File: src/rtl/node_pkg.sv
// Shared node image layout, type codes, count limits and error-flag bit positions
// for the node stream unpacker and its field checker.
package node_pkg;

   localparam logic [7:0] NODE_PARTITION = 8'd0;
   localparam logic [7:0] NODE_CUT       = 8'd1;
   localparam logic [7:0] NODE_LEAF      = 8'd2;

   localparam int unsigned MAX_RULES_PER_NODE    = 32'd16;
   localparam int unsigned MAX_CHILDREN_PER_NODE = 32'd8;

   // Bit offsets of each field inside the LSB-first node image.
   localparam int OFF_NODE_TYPE   = 0;
   localparam int OFF_FLAGS       = 8;
   localparam int OFF_NODE_ID     = 16;
   localparam int OFF_RULE_COUNT  = 32;
   localparam int OFF_CHILD_COUNT = 64;
   localparam int OFF_CHILD_BASE  = 96;
   localparam int OFF_RULE_BASE   = 128;

   localparam int ERR_W         = 4;
   localparam int ERR_SHORT     = 0;
   localparam int ERR_LONG      = 1;
   localparam int ERR_BAD_TYPE  = 2;
   localparam int ERR_COUNT_OVF = 3;

   typedef struct packed {
      logic [31:0] rule_base;
      logic [31:0] child_base;
      logic [31:0] child_count;
      logic [31:0] rule_count;
      logic [15:0] node_id;
      logic [7:0]  flags;
      logic [7:0]  node_type;
   } node_s;

   function automatic logic is_known_type(input logic [7:0] node_type);
      return (node_type == NODE_PARTITION) || (node_type == NODE_CUT) ||
             (node_type == NODE_LEAF);
   endfunction

endpackage

File: src/rtl/node_field_check.sv
// Combinational sanity check of an assembled node: unknown type code and
// rule/child counts that exceed the configured limits.
module node_field_check
   import node_pkg::*;
#(
   parameter int unsigned MAX_RULES    = MAX_RULES_PER_NODE,
   parameter int unsigned MAX_CHILDREN = MAX_CHILDREN_PER_NODE
) (
   input  node_s node,
   output logic  bad_type,
   output logic  count_ovf
);

   logic rule_ovf;
   logic child_ovf;
   logic leaf_with_children;
   logic unused_fields;

   assign bad_type = !is_known_type(node.node_type);

   assign rule_ovf           = node.rule_count > MAX_RULES;
   assign child_ovf          = node.child_count > MAX_CHILDREN;
   assign leaf_with_children = (node.node_type == NODE_LEAF) && (node.child_count != 32'd0);

   assign count_ovf = rule_ovf || child_ovf || leaf_with_children;

   // Payload fields carry no constraints at this level.
   assign unused_fields = ^{node.rule_base, node.child_base, node.node_id, node.flags};

endmodule

File: src/rtl/node_stream_unpacker.sv
// Collects LSB-first beats of one node image, flags short/long framing and
// bad field values, and holds the assembled node until the consumer takes it.
module node_stream_unpacker
   import node_pkg::*;
#(
   parameter int          WORD_W       = 64,
   parameter int unsigned MAX_RULES    = MAX_RULES_PER_NODE,
   parameter int unsigned MAX_CHILDREN = MAX_CHILDREN_PER_NODE
) (
   input  logic              clk,
   input  logic              rst_n,
   input  logic              in_valid,
   output logic              in_ready,
   input  logic [WORD_W-1:0] in_data,
   input  logic              in_last,
   output logic              out_valid,
   input  logic              out_ready,
   output node_s             out_node,
   output logic [ERR_W-1:0]  out_err
);

   localparam int NODE_W = $bits(node_s);
   localparam int BEATS  = (NODE_W + WORD_W - 1) / WORD_W;
   localparam int CNT_W  = ($clog2(BEATS + 1) < 1) ? 1 : $clog2(BEATS + 1);

   localparam logic [CNT_W-1:0] LAST_BEAT = CNT_W'(BEATS - 1);

   localparam logic [1:0] ST_COLLECT = 2'd0;
   localparam logic [1:0] ST_DRAIN   = 2'd1;
   localparam logic [1:0] ST_HOLD    = 2'd2;

   logic [1:0]        state_q, state_d;
   logic [CNT_W-1:0]  cnt_q, cnt_d;
   logic [NODE_W-1:0] img_q, img_d;
   logic              short_q, short_d;
   logic              long_q, long_d;
   logic              live_q, live_d;

   logic              accept;
   logic              bad_type;
   logic              count_ovf;

   // Input side: a beat moves on in_valid && in_ready; in_ready is low in HOLD
   // and during the first cycle after reset. Output side: the held node moves
   // on out_valid && out_ready, and out_node/out_err do not change before that.
   assign in_ready  = live_q && (state_q != ST_HOLD);
   assign accept    = in_valid && in_ready;
   assign out_valid = (state_q == ST_HOLD);
   assign out_node  = node_s'(img_q);

   assign live_d = 1'b1;

   always_comb begin
      state_d = state_q;
      cnt_d   = cnt_q;
      img_d   = img_q;
      short_d = short_q;
      long_d  = long_q;

      case (state_q)
         ST_COLLECT: begin
            if (accept) begin
               for (int i = 0; i < NODE_W; i++) begin
                  if (cnt_q == CNT_W'(i / WORD_W)) begin
                     img_d[i] = in_data[i % WORD_W];
                  end
               end

               if (cnt_q == LAST_BEAT) begin
                  if (in_last) begin
                     state_d = ST_HOLD;
                  end else begin
                     long_d  = 1'b1;
                     state_d = ST_DRAIN;
                  end
               end else if (in_last) begin
                  // Truncated image: nothing above the terminating beat survives.
                  for (int i = 0; i < NODE_W; i++) begin
                     if (CNT_W'(i / WORD_W) > cnt_q) begin
                        img_d[i] = 1'b0;
                     end
                  end
                  short_d = 1'b1;
                  state_d = ST_HOLD;
               end else begin
                  cnt_d = cnt_q + CNT_W'(1);
               end
            end
         end

         ST_DRAIN: begin
            if (accept && in_last) begin
               state_d = ST_HOLD;
            end
         end

         ST_HOLD: begin
            if (out_ready) begin
               state_d = ST_COLLECT;
               cnt_d   = '0;
               img_d   = '0;
               short_d = 1'b0;
               long_d  = 1'b0;
            end
         end

         default: begin
            state_d = ST_COLLECT;
            cnt_d   = '0;
            img_d   = '0;
            short_d = 1'b0;
            long_d  = 1'b0;
         end
      endcase
   end

   always_ff @(posedge clk or negedge rst_n) begin
      if (!rst_n) begin
         state_q <= ST_COLLECT;
         cnt_q   <= '0;
         img_q   <= '0;
         short_q <= 1'b0;
         long_q  <= 1'b0;
         live_q  <= 1'b0;
      end else begin
         state_q <= state_d;
         cnt_q   <= cnt_d;
         img_q   <= img_d;
         short_q <= short_d;
         long_q  <= long_d;
         live_q  <= live_d;
      end
   end

   node_field_check #(
      .MAX_RULES    (MAX_RULES),
      .MAX_CHILDREN (MAX_CHILDREN)
   ) u_field_check (
      .node      (out_node),
      .bad_type  (bad_type),
      .count_ovf (count_ovf)
   );

   always_comb begin
      out_err                = '0;
      out_err[ERR_SHORT]     = short_q;
      out_err[ERR_LONG]      = long_q;
      out_err[ERR_BAD_TYPE]  = bad_type;
      out_err[ERR_COUNT_OVF] = count_ovf;
   end

endmodule

File: config.mk
export PLATFORM = sky130hd
export DESIGN_NAME = node_stream_unpacker
export DESIGN_NICKNAME = d
export VERILOG_FILES = /design/src/rtl/node_pkg.sv /design/src/rtl/node_field_check.sv /design/src/rtl/node_stream_unpacker.sv
export SDC_FILE = /design/constraint.sdc
export NUM_CORES = 1
export LEC_CHECK = 0
export BUFFER_PORTS_ARGS = -buffer_cell sky130_fd_sc_hd__buf_2
export CORE_ASPECT_RATIO = 0.7
export CORE_MARGIN = 2
export CORE_UTILIZATION = 51
export CTS_CLUSTER_SIZE = 24
export DETAILED_ROUTE_END_ITERATION = 7
export GPL_TIMING_DRIVEN = 0
export PLACE_DENSITY = 0.83
export SYNTH_ARGS = -nofsm -noshare
export SYNTH_HDL_FRONTEND = slang
export SYNTH_SLANG_ARGS = --single-unit
File: constraint.sdc
create_clock -name clk -period 4.5 [get_ports clk]
set_clock_uncertainty 0.2 [all_clocks]
set_input_delay 0.225 -clock clk [delete_from_list [all_inputs] [get_ports clk]]
set_output_delay 0.225 -clock clk [all_outputs]
set_load 0.02 [all_outputs]
After elaboration in Yosys (flattened, before gate mapping)
Cells that the tools add are included.

operators by class
  add/sub/neg operators = 1
  magnitude comparators = 5
  eq/ne operators = 15
  muxes and demuxes = 345
  bitwise operators = 1
  reduce and logical (&&, ||, !) cells = 18

operators with widths
  kind                 count
  $mux 160             4
  $pmux 160 s3         1
  $mux 1               327
  $gt 32x4->1 const B  1
  $gt 32x5->1 const B  1
  $reduce_bool 32->1   1
  $mux 2               9
  $reduce_and 5->1     3
  $ne 2x2->1 const B   7
  $pmux 2 s3           2
  $eq 8x1->1 const B   1
  $eq 8x2->1 const B   1
  $logic_not 8->1      1
  $pmux 1 s3           2
  $eq 2x1->1 const B   2
  $eq 2x2->1 const B   2
  $gt 1x2->1 const A   2
  $logic_and 1x1->1    4
  $logic_not 2->1      2
  $logic_or 1x1->1     4
  $reduce_and 4->1     1
  $ne 3x3->1 const B   1
  $reduce_and 3->1     1
  $add 2x1->2 const B  1
  4 further kinds      4

storage, ports and cells
  flip-flop bits (word level) = 167
  input port bits = 69
  output and inout bits = 166
  logic and storage cells = 391

Depth between registers and ports, before layout
  depth in word-level cells = 7
  mapped depth = 8
  gate-level depth less buffers = 6

By module
From an unflattened synthesis, not the netlist that was laid out.

unflattened totals
  cells, all modules = 841
  area, all modules = 8,384.3 um^2

modules (own cells, without submodules)
  module                instances  cells an instance  area an instance (um^2)  sequential area each (um^2)
  node_stream_unpacker  1          813                8,194.1                  4,179.0
  node_field_check      1          28                 190.2                    0.0

Least setup slack after synthesis
No wires, ideal clock.

  path kind = reg2out
  start point = register img_q[5] (netlist: out_node[5])
  end point = output out_err[3]
  arrival time = 1,667 ps
  data required time = 4,075 ps
  path slack = 2,408 ps
  stages on the path, launching flop included = 6
  path buffers = 1
  cell sequence = dfrtp_1 > nor4_1 > nand2_1 > or4b_2 > nand4_1 > buf_4

on the way
  cells in the longest elaborated chain, start to end = 3

ends and longest elaborated chain
  item                    RTL line                     text
  from (decl)             node_stream_unpacker.sv:34   logic [NODE_W-1:0] img_q, img_d;
  from (signal assigned)  node_stream_unpacker.sv:128  img_q <= img_d;
  $eq 8x2->1              node_field_check.sv:23       assign leaf_with_children = (node.node_type == NODE_LEAF) && (node.child_count != 32'd0);
  $logic_and 1x1->1       node_field_check.sv:23
  $logic_or 1x1->1        node_field_check.sv:25       assign count_ovf = rule_ovf || child_ovf || leaf_with_children;
  to (decl)               node_stream_unpacker.sv:19   output logic [ERR_W-1:0] out_err

No other way between the ends.

Worst setup path in the final report
  start point = register img_q[68] (netlist: out_node[68])
  end point = output out_err[3]

on the way
  cells in the longest elaborated chain, start to end = 3
  elaborated cells between the ends (all ways) = 5
  those cells by class = order compare (1); reduce/logical (4)

ends and longest elaborated chain
  item                                                   RTL line
  $gt 32x4->1 or $reduce_bool 32->1 (tied branches)      node_field_check.sv:22, node_field_check.sv:23
  $logic_or 1x1->1 or $logic_and 1x1->1 (tied branches)  node_field_check.sv:25, node_field_check.sv:23
  $logic_or 1x1->1 *                                     node_field_check.sv:25

Every way passes the cells marked *; elsewhere a longest branch is shown, timed or not.

==> results.cfg <==
[outcome]
status = finished, final reports clean

[detailed_routing]
final_antenna_net_count = 0
drt_pass1_iterations = 5
first_iter_violations = 303
route.detailed.drc = 0
routed_wl_um = 21300
wl_per_cell_um = 17.9
route.vias.total = 6268
viasPerCell = 5.26

[final_layout]
drive_gt1_frac = 0.313
fin_nets = 1061
fin_util = 0.716
antennaDiodeCount = 0
syn_to_final_growth_pct = 38.0
filler_cell_count = 1015

[yosys]
async_flop_share = 1.00
synth_top_cell_by_area = dfrtp_1
synth_fp_nets = 740
ys_types = 33
yosys-top-cells-count = dfrtp_1 (167), nand2_1 (134), nor2_1 (103)
ys.flop_type = dfrtp_1
syn_avg_cell_area_um2 = 10.7
ys_seq_elements = 167
syn_inst = 668
yosysSeqAreaShare = 0.585
synth_enable_flop_cells = 0
yosysMostFrequentCell = dfrtp_1
yosysWarnings = 0
synth_area_mm2 = 0.00715
yosysTopAreaCellShare = 0.585
yosys-top-cells-area = dfrtp_1 (58%), mux2i_1 (13%), nand2_1 (7.0%)

[setup_path]
slowest_stage = nor4_1
path_depth = 6
worstPathCellList = nor4_1 -> nand4_1 -> nor3_1 -> nand4_1 -> buf_4 -> buf_2
required_ns = 4.07
critPathBufInv = 2
slowest_delay_ns = 0.75
timing.critical_path.mode_cell = nand4_1
cp_top_family = simple AND/OR/NAND/NOR gates
cp-end-kind = primary output
crit_arrival_ns = 2.45
critPathLaunch = out_node[68]
r2r_cells = 6
crit_fanout = 3
reg2reg_from = cnt_q[0]
start_kind = flip-flop
crit_type = reg -> out

[placement]
dp_slack_ns = 2.10
place_congestion = 0.796
io_buffers = 234
hpwl_um = 14400

[cts]
clockRootBuffer = clkbuf_16
cts_tree = yes
clkLatencyLatePin_ns = 0.41
htreeDepth = 4
numCtsBuffers = 17
clkSlewWorstSetupHoldPaths_ns = 0.07
post_cts_resized = 0
clock_sinks = 167
cts_buffer_depth = 2

[sta]
slew_viol_final = 0
setup_viol = 0
fin_crit_sh = 0.639
worst_slew_pin_slew_ns = 0.838
relSlewSlack = 0.436
fin_crit_ns = 2.88
finalSetupTns_ns = 0
grt_setup_unrepaired = false
fmax_mhz = 348
hold_viol = 0
setup_ws_ns = 1.62

[pwr]
power_density_mw_per_mm2 = 701
p_leak_uw = 0.00576
irDropWorstVdd_v = 0.000376

[floorplanning]
die_h_um = 103
row_count = 36
core_area_mm2 = 0.0138
die_w_um = 145
initial_core_util = 0.518
io_pins = 235
die_area_mm2 = 0.0150

[global_route]
grt_pass1_wl_um = 33500
grt_usage = 0.289
overflow = 0
first_global_vias = 6220
grt_max_degree = 97
antenna_found_initial = 0

[worst_hold_path]
hp-class = in -> reg
hold_start = in_valid
whs_path_depth = 3

[flow_run]
drv_cap = 0
-- logic make-up after synthesis --
group	count (synthesis)	synth area share
AND/OR/NAND/NOR	267	0.152
flip-flops	167	0.585
multiplexers	96	0.134
AO/OA/AOI/OAI	84	0.0674
buffers and inverters	50	0.0552
adder cells (fa/ha/maj)	3	0.00525
other	1	0.000525
-- power breakdown --
part	total, uW	switching (uW)	internal [uW]
combinational	2910	1860	1050
sequential	2510	419	2090
clock	1500	648	849
total	6920	2920	3990
-- per-layer routing --
layer  wire, um  GRT usage
met1       9320      0.405
met5          0          0
met4        288     0.0724
met3       1540     0.0602
met2      10200      0.472
-- tightest hold or removal path: stages --
cell and delay, ns:
buf_2 0.09, and2_1 0.20, a211oi_1 0.09
-- placed cells by master (no fill, tap or decap), types with 9 or more instances in the layout --
| master | count |
|---|---|
| clkbuf_16 | 17 |
| a21oi_1 | 67 |
| buf_6 | 9 |
| buf_2 | 242 |
| nor2_1 | 103 |
| buf_4 | 16 |
| dfrtp_1 | 167 |
| nor4_1 | 16 |
| dlygate4sd3_1 | 67 |
| nand2_1 | 134 |
| mux2i_1 | 96 |
-- path summary, 6_finish.rpt --
| kind | end | slack [ns] |
|---|---|---|
| max in group asynchronous | out_node[133] | 3.09 |
| hold reg to reg | short_q | 0.32 |
| setup / recovery | out_err[3] | 1.62 |
| setup reg to reg | out_node[88] | 2.20 |
| hold / removal | state_q[0] | 0.04 |
| min in group asynchronous | out_node[97] | 0.15 |
-- per-stage QoR --
stage          power [uW]  area, um2  instances  hold slack [ns]
3_3_place_gp         5280       8550       1092            0.275
4_1_cts              6920       9860       1192           0.0175
6_report             6920       9860       1192           0.0369
3_5_place_dp         5360       8590       1093           0.0219
2_1_floorplan        4260       7150        668           -0.271
5_1_grt              7300       9860       1192           0.0600
-- sequential cells by signal, summed over array words and instances, names as in the netlist --
name	flops
short_q	1
long_q	1
cnt_q	2
live_q	1
out_node	160
state_q	2
-- area by class of cell --
| type | count | area, um2 | share of cell area |
|---|---|---|---|
| buffer | 47 | 383 | 0.0388 |
| clock buffer | 18 | 439 | 0.0445 |
| clock inverter | 14 | 160 | 0.0162 |
| inverter | 3 | 11.3 | 0.00114 |
| multi-input combinational | 451 | 2570 | 0.261 |
| sequential | 167 | 4180 | 0.424 |
| tap | 190 | 238 | 0.0241 |
| timing repair buffer | 302 | 1880 | 0.191 |
-- what timing repair did --
item | 4_1_cts | 5_1_grt
setup endpoints to repair | 0 | 0
hold buffers | 67 | 0
buffers inserted | 0 | 0
endpoints found under the hold margin | 234 | 0
(Power assumes the default switching activity.)
